### src/rtl/bcd_tick_counter.sv
// Four-digit BCD up/down counter advanced by rising edges of a divided square
// wave sampled as data, with per-digit 7-segment decode.

module bcd_seg7 #(
  parameter bit ACTIVE_LOW = 1'b1
) (
  input  logic [3:0] digit,
  output logic [6:0] pattern
);
  logic [6:0] raw;

  always_comb begin
    raw = 7'h00;
    case (digit)
      4'd0: raw = 7'h3F;
      4'd1: raw = 7'h06;
      4'd2: raw = 7'h5B;
      4'd3: raw = 7'h4F;
      4'd4: raw = 7'h66;
      4'd5: raw = 7'h6D;
      4'd6: raw = 7'h7D;
      4'd7: raw = 7'h07;
      4'd8: raw = 7'h7F;
      4'd9: raw = 7'h6F;
      default: raw = 7'h00;
    endcase
  end

  assign pattern = ACTIVE_LOW ? ~raw : raw;
endmodule

module bcd_tick_counter #(
  parameter logic [15:0] COUNT_MAX      = 16'h9999,
  parameter bit          SEG_ACTIVE_LOW = 1'b1
) (
  input  logic        clk,
  input  logic        rst_a,
  input  logic        clk_div,
  input  logic        en,
  input  logic        up,
  input  logic        load,
  input  logic [15:0] load_val,
  output logic [15:0] count,
  output logic        wrap,
  output logic [27:0] seg
);
  localparam int NUM_DIGITS = 4;

  logic s1, s2, s3;
  logic tick;
  logic [15:0] load_fix, load_san;
  logic [NUM_DIGITS-1:0][6:0] seg_dig;

  function automatic logic [15:0] bcd_inc(input logic [15:0] v);
    logic [15:0] r;
    logic        c;
    r = v;
    c = 1'b1;
    for (int i = 0; i < NUM_DIGITS; i++) begin
      if (c) begin
        if (v[i*4 +: 4] == 4'd9) begin
          r[i*4 +: 4] = 4'd0;
        end else begin
          r[i*4 +: 4] = v[i*4 +: 4] + 4'd1;
          c = 1'b0;
        end
      end
    end
    return r;
  endfunction

  function automatic logic [15:0] bcd_dec(input logic [15:0] v);
    logic [15:0] r;
    logic        b;
    r = v;
    b = 1'b1;
    for (int i = 0; i < NUM_DIGITS; i++) begin
      if (b) begin
        if (v[i*4 +: 4] == 4'd0) begin
          r[i*4 +: 4] = 4'd9;
        end else begin
          r[i*4 +: 4] = v[i*4 +: 4] - 4'd1;
          b = 1'b0;
        end
      end
    end
    return r;
  endfunction

  assign tick = s2 & ~s3;

  // Clamp illegal digits first; a plain binary compare then orders BCD correctly.
  always_comb begin
    load_fix = load_val;
    for (int i = 0; i < NUM_DIGITS; i++)
      if (load_val[i*4 +: 4] > 4'd9) load_fix[i*4 +: 4] = 4'd9;
  end

  assign load_san = (load_fix > COUNT_MAX) ? COUNT_MAX : load_fix;

  always_ff @(posedge clk or negedge rst_a) begin
    if (!rst_a) begin
      s1    <= 1'b0;
      s2    <= 1'b0;
      s3    <= 1'b0;
      count <= 16'h0000;
      wrap  <= 1'b0;
    end else begin
      s1   <= clk_div;
      s2   <= s1;
      s3   <= s2;
      wrap <= 1'b0;
      if (load) begin
        count <= load_san;
      end else if (tick && en) begin
        if (up) begin
          if (count == COUNT_MAX) begin
            count <= 16'h0000;
            wrap  <= 1'b1;
          end else begin
            count <= bcd_inc(count);
          end
        end else begin
          if (count == 16'h0000) begin
            count <= COUNT_MAX;
            wrap  <= 1'b1;
          end else begin
            count <= bcd_dec(count);
          end
        end
      end
    end
  end

  for (genvar i = 0; i < NUM_DIGITS; i++) begin : g_dig
    bcd_seg7 #(.ACTIVE_LOW(SEG_ACTIVE_LOW)) u_seg (
      .digit  (count[i*4 +: 4]),
      .pattern(seg_dig[i])
    );
  end

  assign seg = seg_dig;
endmodule

### config.mk
export PLATFORM = sky130hd
export DESIGN_NAME = bcd_tick_counter
export DESIGN_NICKNAME = d
export VERILOG_FILES = /design/src/rtl/bcd_tick_counter.sv
export SDC_FILE = /design/constraint.sdc
export NUM_CORES = 1
export LEC_CHECK = 0
export ABC_AREA = 1
export BUFFER_PORTS_ARGS = -buffer_cell sky130_fd_sc_hd__buf_2
export CAP_MARGIN = 20
export CORE_ASPECT_RATIO = 1.75
export CORE_MARGIN = 2
export CORE_UTILIZATION = 45
export DETAILED_ROUTE_END_ITERATION = 10
export PLACE_DENSITY = 0.81
export SLEW_MARGIN = 40
export SYNTH_ARGS = -nofsm -noshare
export SYNTH_HDL_FRONTEND = slang
export SYNTH_SLANG_ARGS = --single-unit
### constraint.sdc
create_clock -name clk -period 2.3 [get_ports clk]
set_clock_uncertainty 0.05 [all_clocks]
set_input_delay 0.575 -clock clk [delete_from_list [all_inputs] [get_ports clk]]
set_output_delay 0.575 -clock clk [all_outputs]
set_load 0.05 [all_outputs]
== Word-level counts from Yosys, hierarchy flattened ==
Memories as Yosys holds them, arrays and structs flattened.
Cells that the tools add are included.
Operators by class
  add/sub/neg operators: 8
  muxes and demuxes: 63
  reduce and logical (&&, ||, !) cells: 13
  equal/unequal tests: 8
  bitwise operators: 6
  magnitude comparators: 5
Operator list (count)
  2-to-1 mux 16 bit: 6
  2-to-1 mux 4 bit: 18
  2-to-1 mux 1 bit: 39
  inverter 7 bit: 4
  adder 4 x 1 -> 4 bit, second input constant: 4
  == test 16 bit, second input constant: 1
  == test 4 bit, second input constant: 4
  greater-than comparator 16 bit, second input constant: 1
  greater-than comparator 4 bit, second input constant: 4
  zero test 16 bit: 1
  zero test 4 bit: 4
  subtractor 4 x 1 -> 4 bit, second input constant: 4
  inequality test 4 x 1 -> 1 bit, second input constant: 3
  nonzero test 4 bit: 3
  AND reduction 3 bit: 3
  nonzero test 2 bit: 1
  bitwise AND 1 bit: 1
  logical AND 1 bit: 1
  inverter 1 bit: 1
Word-level totals
  ROM bits: 448
  memories kept: 4
  bits in registers: 20
Memories
  (no name shown): depth 16, bits a word 7, rd ports 1, clocked after memory_dff 0, write ports 0, RTL line 14  | case (digit)
  (no name shown): depth 16, bits a word 7, rd ports 1, clocked after memory_dff 0, write ports 0, RTL line 14
  (no name shown): depth 16, bits a word 7, rd ports 1, clocked after memory_dff 0, write ports 0, RTL line 14
  (no name shown): depth 16, bits a word 7, rd ports 1, clocked after memory_dff 0, write ports 0, RTL line 14

== Longest topological paths before layout ==
Gate-level depths: netlist of the first run.
  word-level depth: 21
  mapped depth: 11
  mapped depth without buffers: 11

== By module ==
A second synthesis of the first run with hierarchy kept.
Second synthesis, totals
  cell total of the unflattened synthesis: 382
  area, all modules: 2524.9 sq um
By module, submodules not included
  bcd_tick_counter: seq. area each 500.5 sq um, instances 1, cells an instance 254, area an instance 1824.2 sq um
  bcd_seg7: seq. area each 0.0 sq um, instances 4, cells an instance 32, area an instance 175.2 sq um

== Worst setup path after synthesis of the first run ==
No wires, ideal clock.
  path type: flip-flop to output port
  start: reg count[12]
  end: out seg[24]
  required time: 1675 ps
  data arrival time: 2510 ps
  setup slack: -835 ps
  stages on the path, launching flop included: 6
  path through: dfrtp_1 inv_1 ha_1 nand2_1 o21ai_0 o21ai_0
On the way
  word-level cells in the longest chain between the ends: 2
Ends and longest elaborated chain
  start, declared: RTL line 43  | output logic [15:0] count,
  start signal, assigned: RTL line 114  | count <= load_san;
  start signal, assigned: RTL line 121  | count <= bcd_inc(count);
  start signal, assigned: RTL line 128  | count <= bcd_dec(count);
  memory read (16 x 7 bit)
  inverter 7 bit: RTL line 29  | assign pattern = ACTIVE_LOW ? ~raw : raw;
  end, declared: RTL line 45  | output logic [27:0] seg
No other way between the ends.

== Worst setup path in the final report of the first run ==
  start: reg count[4]
  end: out seg[10]
Same word-level chain as after synthesis.

==> key figures, run 1 <==
Critical path
  • Reg2Reg Capture Point: count[15]
  • Nature of the critical path endpoint: primary output
  • Largest stage delay on the critical path: 440 ps
  • Worst path cell trace: inv_1 > ha_1 > nand2_1 > o21ai_1 > o21ai_4 > buf_6
  • Startpoint type of the worst setup path: flop
  • CP max-delay cell: dfrtp_2
  • Type of the worst setup path: flop to primary output
  • Largest fanout on the critical path: 5
  • WP data required: 1670 ps
  • FF-to-FF Start: count[0]
  • Reg-to-reg setup timing slack: 480 ps
  • Reg2reg path depth: 9
  • WP data arrival: 1610 ps

Timing
  • Fin. Hold Viols: 0
  • Min setup slack post-route: 60.1 ps
  • Slew Limit Fails: 0
  • Final period util: around 97%
  • Max Clock Freq: ~450 MHz
  • Hold Worst Slack: 209 ps
  • Number of setup violations in the final report: 0
  • Relative slew slack: 68.5%
  • Fin Setup TNS: 0 ps
  • Slew @ Worst Pin: 472 ps
  • Tmin final: between 2000 and 2500 ps

Synth
  • Count leader, synth: nand2_1
  • Seq/Total Area, Yosys: approximately a fifth
  • Flops & latches, synth: 20
  • EDFF count, synth: 0
  • Synth top area cells: dfrtp_1 (21%), nand2_1 (20%), ha_1 (13%)
  • Commonest cells post-synth: nand2_1 (129), nand3_1 (49), inv_1 (38)
  • Syn_area_per_cell: 6.34 um2
  • Cells after synthesis: 378
  • Mapped Area: between 0.002 and 0.0025 mm2
  • FFs w/ async S/R, synth: 100%
  • Area leader, netlist: dfrtp_1
  • Top-area cell type share of the netlist area: roughly a fifth
  • Syn nets: around 420
  • Main flop type after synthesis: dfrtp_1
  • YS warnings: 0
  • Unique masters post-synth: 31

Floorplan
  • Die width: 59.1 um
  • Initial Util: 46.0%
  • Io pins: between 60 and 70
  • Die height: approximately 100 um
  • Core ar.: 0.00521 mm2
  • Rows: 35
  • Die footprint: 0.00594 mm2

Global routing
  • First-pass GRT wire length: around 11,000 um
  • Gr usage total: 21.9%
  • Largest net degree at the start of global routing: 21
  • Gr ovfl total: 0
  • Number of global-route vias before repair: between 2,000 and 3,000
  • Initial antenna violation count: 0

Finish
  • Area grow syn2layout: 27.5%
  • Ant diodes: 0
  • Finished Layout Cells: 510
  • Share of layout cells above drive strength 1: roughly a third
  • Final instance area: ~0.003 mm2
  • Fin nets: 502
  • Fillers: 494

CTS
  • Clk sinks: 20
  • Maximum clock insertion buffer count: 2
  • Root buffer cell: clkbuf_8
  • H-tree level count: 1
  • Clk slew on worst S/H paths: 80 ps
  • Clock Latency Late Sink: 260 ps
  • CTS tree: done
  • Num CTS Buffers: 3

Min path
  • Min-Delay Path Class: primary input to asynchronous set/reset pin

Routing
  • ANT nets after route: 0
  • DRT iter0 DRCs: 56
  • Drt pass-1 iters: 4
  • Post-Route WL: 6490 um
  • DRC: 0
  • Via count: 2,720
  • Vias per cell: 5.33
  • Drt wl/cell: 12.7 um

Placement
  • Port Buffers: 66
  • Placed standard-cell area: 0.00280 mm2
  • Worst slack, placed: 126 ps
  • Placed instance count: between 400 and 500
  • Post-detail-place hpwl: 4990 um
  • Routability congestion estimate: 0.899

Pwr
  • Max rail drop VDD: 0.865 mV
  • Lkg Pwr: 1.68 nW
  • Power per cell area: between 1000 and 1500 mW/mm2

Run status
  • Status: finished, final reports clean

Job
  • Max Cap Violations: 0
[kinds of logic (layout without fill, tap and decap cells)]
logic type | after synthesis | after routing | synth area share [%]
AND/OR/NAND/NOR | 226 | 226 | 43.1
buffers and inverters | 55 | 132 | 11.2
AO/OA/AOI/OAI | 51 | 51 | 11.5
adder cells (fa/ha/maj) | 24 | 24 | 12.5
flip-flops | 20 | 20 | 20.9
XOR/XNOR | 2 | 2 | 0.732
[flip-flops by register name, summed over array words and instances, names as in the netlist]
signal  count
wrap        1
count      16
s3          1
s1          1
s2          1
[worst max-delay path by stage]
| stage | startpoint | endpoint | slack [ps] |
|---|---|---|---|
| after floorplan | count[2] | seg[1] | -70 |
| after global placement | count[5] | seg[10] | 190 |
| final | count[4] | seg[10] | 60 |
| after CTS | count[9] | seg[17] | 0.8 |
| after detailed placement | count[5] | seg[10] | 130 |
| after global routing | count[1] | seg[5] | -30 |
[timing repair]
item                       CTS  global route
resized for setup           13            27
pin swaps                    0             1
buffers inserted             3             8
setup endpoints to repair   12            19
hold buffers                 0             0
[critical path, delay by kind of cell (launching register included)]
kind / cells / cell delay (ps)
flops: 1 / 440
fa+ha+maj: 1 / 330
compound gates: 2 / 250
buf+inv: 2 / 250
simple gates: 1 / 90
[metal layers]
layer / track usage (%) / up-vias / wire length (um)
met4: 10.8 / 0 / 197
met5: 0 / - / 0
li1: - / 1376 / -
met2: 40.3 / 78 / 3600
met1: 24.1 / 1245 / 2490
met3: 1.80 / 21 / 197
[cell type report]
cell class	count	area, um2	area share, %
clock buffers	4	55.1	1.80
well taps	55	68.8	2.25
multi-input cells	303	1720	56.4
repair buffers	84	517	16.9
flip-flops and latches	20	512	16.8
inverters	44	178	5.82
[power by group]
part	leakage, nW	total [mW]	switching, mW	internal [mW]
Combinational	1.41	2.48	1.75	0.731
Clock	0.0288	0.276	0.123	0.153
Sequential	0.235	0.562	0.141	0.421
[stage by stage]
stage,power (mW),utilization [%]
2_1_floorplan,2.35,-
3_3_place_gp,2.77,53.7
3_5_place_dp,2.80,53.7
4_1_cts,3.16,55.8
5_1_grt,3.54,58.6
6_report,3.31,58.6
[layout by cell type (no fill, tap or decap), drive strengths merged]
| master | count |
|---|---|
| dfrtp | 20 |
| nand3 | 51 |
| clkbuf | 5 |
| nand3b | 1 |
| nand4 | 7 |
| ha | 24 |
| a21oi | 8 |
| inv | 44 |
| o211ai | 5 |
| nand2 | 134 |
| xor2 | 1 |
| or2 | 4 |
| o21ai | 36 |
| buf | 83 |
| o31ai | 1 |
| xnor2 | 1 |
| nor2 | 29 |
| a21boi | 1 |
No activity file was read; power rests on OpenSTA's default activity.
==> inputs of run 2 (changes only) <==
- BUFFER_PORTS_ARGS: -buffer_cell sky130_fd_sc_hd__buf_2 -> -buffer_cell sky130_fd_sc_hd__clkbuf_2
==> run 2 against run 1 <==
Net effect: via count increased by 2.1%; utilization rose by 0.50 points; sequential power decreased by 2%; combinational power barely moved; clock power increased by 29%; critical path depth is 1 lower; critical endpoint is now seg[20]; highest routed layer unchanged.
==> key figures, run 2 (synthesized netlist as in run 1, its figures left out) <==
Global routing
  • Largest net degree at the start of global routing: 21 (unchanged)
  • Initial antenna violation count: 0 (unchanged)
  • First-pass GRT wire length: 10,700 um (+1.8%)
  • Number of global-route vias before repair: 2,593 (+3.6%)
  • Gr ovfl total: 0 (unchanged)
  • Gr usage total: 22.3% (+0.45 points)

CTS
  • Root buffer cell: clkbuf_8
  • H-tree level count: 1 (unchanged)
  • Num CTS Buffers: 3 (unchanged)
  • CTS tree: done
  • # hold bufs at CTS: 0 (unchanged)
  • Clock Latency Late Sink: 260 ps (about the same)
  • Clk sinks: 20 (unchanged)
  • Maximum clock insertion buffer count: 2 (unchanged)
  • Clk slew on worst S/H paths: 80 ps (about the same)

Run status
  • Status: finished, final reports clean

Timing
  • Number of setup violations in the final report: 0 (unchanged)
  • Slew @ Worst Pin: 530 ps (+57.1 ps)
  • Max Clock Freq: 445 MHz (-0.37%)
  • Fin Setup TNS: 0 ps (unchanged)
  • Final period util: 97.7% (+0.36 points)
  • Min setup slack post-route: 51.8 ps (-8.28 ps)
  • RSZ-0062 raised after global routing: true
  • Slew Limit Fails: 0 (unchanged)
  • Relative slew slack: 64.7% (-3.8 points)
  • Tmin final: 2250 ps (+8.28 ps)
  • Fin. Hold Viols: 0 (unchanged)

Critical path
  • Type of the worst setup path: flop to primary output
  • Worst path cell trace: buf_4 > nor2_1 > a21oi_1 > o21ai_1 > clkbuf_2
  • CP bufs+invs: 2 (unchanged)
  • Largest fanout on the critical path: 4 (-1)
  • Largest stage delay on the critical path: 440 ps (about the same)
  • Startpoint type of the worst setup path: flop
  • Family with the most delay on the worst path: buffers and inverters
  • Nature of the critical path endpoint: primary output
  • WP data arrival: 1620 ps (about the same)
  • WP data required: 1670 ps (about the same)
  • CP max-delay cell: dfrtp_2

Floorplan
  • Die width: 59.1 um (unchanged)
  • Die height: 101 um (unchanged)
  • Io pins: 67 (unchanged)
  • Initial Util: 46.0% (unchanged)
  • Die footprint: 0.00594 mm2 (unchanged)
  • Rows: 35 (unchanged)
  • Core ar.: 0.00521 mm2 (unchanged)

Routing
  • DRT iter0 DRCs: 89 (+59%)
  • Vias per cell: 5.41 (+1.5%)
  • ANT nets after route: 0 (unchanged)
  • Drt pass-1 iters: 4 (unchanged)
  • Post-Route WL: 6650 um (+2.5%)
  • Via count: 2,776 (+2.1%)
  • Drt wl/cell: 13.0 um (+1.9%)
  • DRC: 0 (unchanged)

Finish
  • Ant diodes: 0 (unchanged)
  • Share of layout cells above drive strength 1: 31.0% (-0.86 points)
  • Area of the multi-input gates: 0.00171 mm2 (-0.80%)
  • Biggest register: count
  • Finished Layout Cells: 513 (+0.59%)
  • Commonest non-fill, non-tap cells in the layout: nand2_1 (129), clkbuf_2 (58), nand3_1 (49)
  • Final core utilization: 59.1% (+0.50 points)
  • Fillers: 493 (-0.20%)
  • Commonest non-fill, non-tap cell in the layout: nand2_1
  • Fin nets: 505 (+0.60%)
  • Area grow syn2layout: 28.6%
  • Seq. cell area: 512 um2 (unchanged)
  • Max FFs per register: 16 (unchanged)

Placement
  • Placed instance count: 497 (+0.40%)
  • Port Buffers: 66 (unchanged)
  • Worst slack, placed: 124 ps (-2.35 ps)
  • Post-detail-place hpwl: 5050 um (+1.3%)
  • Routability congestion estimate: 0.894 (-0.56%)

Min path
  • Min-Delay Path Class: primary input to asynchronous set/reset pin

Pwr
  • Power per cell area: 1110 mW/mm2 (+2.1%)
  • Max rail drop VDD: 1.13 mV (+31%)
  • Lkg Pwr: 1.70 nW (+1.4%)
  • Total power: 3.41 mW (+3.0%)

Job
  • Max Cap Violations: 0 (unchanged)
[run 2: path summary, 6_finish.rpt]
path / from / to / slack [ps] / cells after the start
max in group asynchronous: rst_a / count[0] / 1590 / 1
worst min register to register: s1 / s2 / 310 / 0
worst max register to register: count[1] / count[14] / 510 / 9
min in group clk: s1 / s2 / 310 / 0
worst max-delay path: count[9] / seg[20] / 50 / 5
worst min-delay path: rst_a / wrap / 230 / 1
[run 2: worst register-to-register path, stage by stage (launching register included)]
cell and delay (ps):
dfrtp_2 450, inv_1 110, ha_1 190, nand3_1 240
nor2_4 190, nand2_2 100, nand2_4 90, nand3_2 110
nand2_1 90, nand2_1 70
[run 2: timing repair]
action,in CTS,in global routing
pin swaps,0,2
buffers inserted,6,6
setup endpoints to repair,14,14
gates resized for setup,17,22
[run 2: routing by layer]
metal	global-route usage, %	part of all wire (%)	up-vias
li1	-	-	1382
met1	23.0	36	1268
met2	43.0	56	99
met3	2.05	3.6	27
met4	10.3	3.5	0
met5	0	0	-
[run 2: area by class of cell]
class	count	share of cell area, %
timing repair buffer	87	17.5
inverter	44	5.85
clock inverter	1	0.975
clock buffer	3	1.34
multi-input combinational	303	55.5
sequential	20	16.6
tap	55	2.23
[run 2: report_power, final]
group	switching [mW]	internal, mW
Combinational	1.77	0.733
Clock	0.125	0.232
Sequential	0.132	0.421
Total	2.03	1.39
[run 2: per-stage QoR]
stage                     hold WS, ps  area, um2
after global placement            281       2820
after detailed placement          286       2820
after CTS                         237       2970
final                             231       3080
after global routing              257       3080
after floorplan                   229       2450
==> inputs of run 3 (changes only) <==
- CORE_MARGIN: 2 -> default
- PLACE_DENSITY: 0.81 -> default
- PLACE_DENSITY_LB_ADDON: default -> 0.25
- clock period: 2.3 -> 2 ns (I/O delays scaled with it)
==> run 3 against run 2 <==
Net effect: the flow now finishes with violations (design-rule violations, negative setup slack); sequential power up 22%; via count up 12%; largest cell class unchanged; wire length up 39%; final cell count up 7.8%; sequential share of layout area down 4.2 points; critical endpoint is now seg[25]; non-clock buffer count up 41; die area down 5.3%; register-to-register slack worse by 390 ps; global-route usage up 8.3 points; first-iteration DRC count up 76%; clock power up 19%.
==> key figures, run 3 (synthesized netlist as in run 1, its figures left out) <==
Run status
  • Status: finished with violations
  • Failing checks: design-rule violations, negative setup slack

Critical path
  • Reg2Reg Capture Point: count[12]
  • WP data required: 1450 ps (-220 ps)
  • Largest stage delay on the critical path: 460 ps (+20 ps)
  • Startpoint type of the worst setup path: flop
  • Family with the most delay on the worst path: buffers and inverters
  • CP bufs+invs: 6 (+4)
  • CP max-delay cell: dfrtp_2
  • Reg2reg path depth: 10 (+1)
  • Nature of the critical path endpoint: primary output
  • Worst path cell trace: inv_4 > ha_4 > inv_2 > nor2_4 > inv_2 > buf_6 > nand2_4 > inv_2 > clkbuf_16
  • WP data arrival: 1560 ps (-60 ps)
  • Largest fanout on the critical path: 4 (unchanged)
  • FF-to-FF Start: count[1]
  • CP most frequent cell: inv_2
  • Reg-to-reg setup timing slack: 120 ps (-390 ps)
  • Type of the worst setup path: flop to primary output

Placement
  • Post-detail-place hpwl: 5400 um (+6.9%)
  • Port Buffers: 66 (unchanged)
  • Routability congestion estimate: 0.896 (+0.22%)
  • Worst slack, placed: 34.7 ps (-89.1 ps)

Pwr
  • Max rail drop VDD: 1.10 mV (-2.5%)
  • Lkg Pwr: 2.07 nW (+21%)
  • Power per cell area: 1290 mW/mm2 (+17%)

Floorplan
  • Initial Util: 47.3% (+1.4 points)
  • Die width: 57.1 um (-3.4%)
  • Rows: 34 (-2.9%)
  • Core ar.: 0.00506 mm2 (-2.9%)
  • Io pins: 67 (unchanged)
  • Die height: 98.5 um (-2.0%)
  • Die footprint: 0.00563 mm2 (-5.3%)

Finish
  • Ant diodes: 0 (unchanged)
  • Commonest non-fill, non-tap cell in the layout: nand2_1
  • Max FFs per register: 16 (unchanged)
  • Share of layout cells above drive strength 1: 54.1% (+23 points)
  • Fin nets: 546 (+8.1%)
  • Biggest register: count
  • Area grow syn2layout: 75.7%
  • Commonest non-fill, non-tap cells in the layout: nand2_1 (98), buf_4 (53), nand3_1 (44)

Timing
  • RSZ-0062 raised after global routing: true
  • Fin Setup TNS: -799 ps (-799 ps)
  • Max Clock Freq: roughly 470 MHz
  • Min setup slack post-route: -107 ps (-159 ps)
  • Number of setup violations in the final report: 14 (+14)
  • Final period util: 105%
  • Relative slew slack: 62.7% (-2.0 points)
  • Slew Limit Fails: 0 (unchanged)
  • Tmin final: about 2100 ps
  • Slew @ Worst Pin: 560 ps (+30.1 ps)
  • Fin. Hold Viols: 0 (unchanged)

Routing
  • Vias per cell: 5.63 (+4.1%)
  • ANT nets after route: 0 (unchanged)
  • DRC: 13 (+13)
  • Via count: 3,114 (+12%)
  • DRT iter0 DRCs: 157 (+76%)
  • Post-Route WL: 9220 um (+39%)
  • Drt wl/cell: 16.7 um (+29%)
  • Drt pass-1 iters: 8 (+4)

Global routing
  • First-pass GRT wire length: 13,600 um (+27%)
  • Initial antenna violation count: 0 (unchanged)
  • Gr usage total: 30.6% (+8.3 points)
  • Gr ovfl total: 0 (unchanged)
  • Number of global-route vias before repair: 3,058 (+18%)
  • Largest net degree at the start of global routing: 21 (unchanged)

CTS
  • Maximum clock insertion buffer count: 2 (unchanged)
  • Clk sinks: 20 (unchanged)
  • CTS tree: done
  • Clk slew on worst S/H paths: 90 ps (about the same)
  • Num CTS Buffers: 3 (unchanged)
  • Clock Latency Late Sink: 270 ps (about the same)
  • Root buffer cell: clkbuf_8
  • H-tree level count: 1 (unchanged)

Job
  • Max Cap Violations: 0 (unchanged)

Min path
  • Min-Delay Path Class: primary input to asynchronous set/reset pin
==> run 3: cell count changes in the layout (fill, tap and decap cells not counted), moves of 7 or more <==
cell | previous run | this run
buf_4 | 21 | 53
buf_6 | 3 | 10
buf_8 | 2 | 19
clkbuf_2 | 58 | 38
ha_1 | 21 | 5
ha_4 | 3 | 17
inv_1 | 33 | 21
inv_2 | 6 | 13
nand2_1 | 129 | 98
nand2_2 | 2 | 24
nand2_4 | 3 | 12
o21ai_4 | 1 | 14
==> run 3: cell type report <==
| cell class | count | area, um2 |
|---|---|---|
| clock buffers | 3 | 41.3 |
| clock inverters | 1 | 30.0 |
| fillers | 303 | 856 |
| inverters | 44 | 193 |
| multi-input cells | 303 | 2220 |
| flip-flops and latches | 20 | 524 |
| well taps | 54 | 67.6 |
| repair buffers | 128 | 1130 |
==> run 3: how the worst max path moves through the flow <==
stage | startpoint | cells past startpoint | to
3_3_place_gp | count[1] | 6 | seg[3]
2_1_floorplan | count[12] | 5 | seg[24]
3_5_place_dp | count[12] | 6 | seg[24]
5_1_grt | count[13] | 8 | seg[21]
6_report | count[12] | 9 | seg[25]
4_1_cts | count[1] | 6 | seg[3]
==> run 3: report_power, final <==
part | switching [mW] | internal, mW | total, mW
clock | 0.157 | 0.268 | 0.425
combinational | 2.60 | 1.73 | 4.33
sequential | 0.183 | 0.494 | 0.677
total | 2.94 | 2.49 | 5.43
==> run 3: repair_timing <==
action                                  in CTS  in global routing
buffers inserted                            26                 11
resized for setup                          111                 72
hold buffers                                 0                  0
endpoints found under the setup margin      26                 28
pin swaps                                   23                 25
==> run 3: metal layers <==
metal  vias to the layer above  global-route usage [%]  share of wire (%)
met5                         -                       0                  0
met2                       156                    59.9                 57
li1                       1469                       -                  -
met4                         0                    17.6                5.3
met1                      1441                    29.2                 32
met3                        48                    3.54                5.8
==> run 3: metrics by stage <==
step                      cells  utilization (%)  hold slack [ps]  cell area (um2)  power (mW)
after CTS                   542             76.9              164             3890        4.86
after global routing        553             83.1              191             4210        5.66
after floorplan             378                -              154             2650        2.95
after global placement      512             62.2              283             3150        3.59
after detailed placement    512             62.2              286             3150        3.63
final                       553             83.1              148             4210        5.43
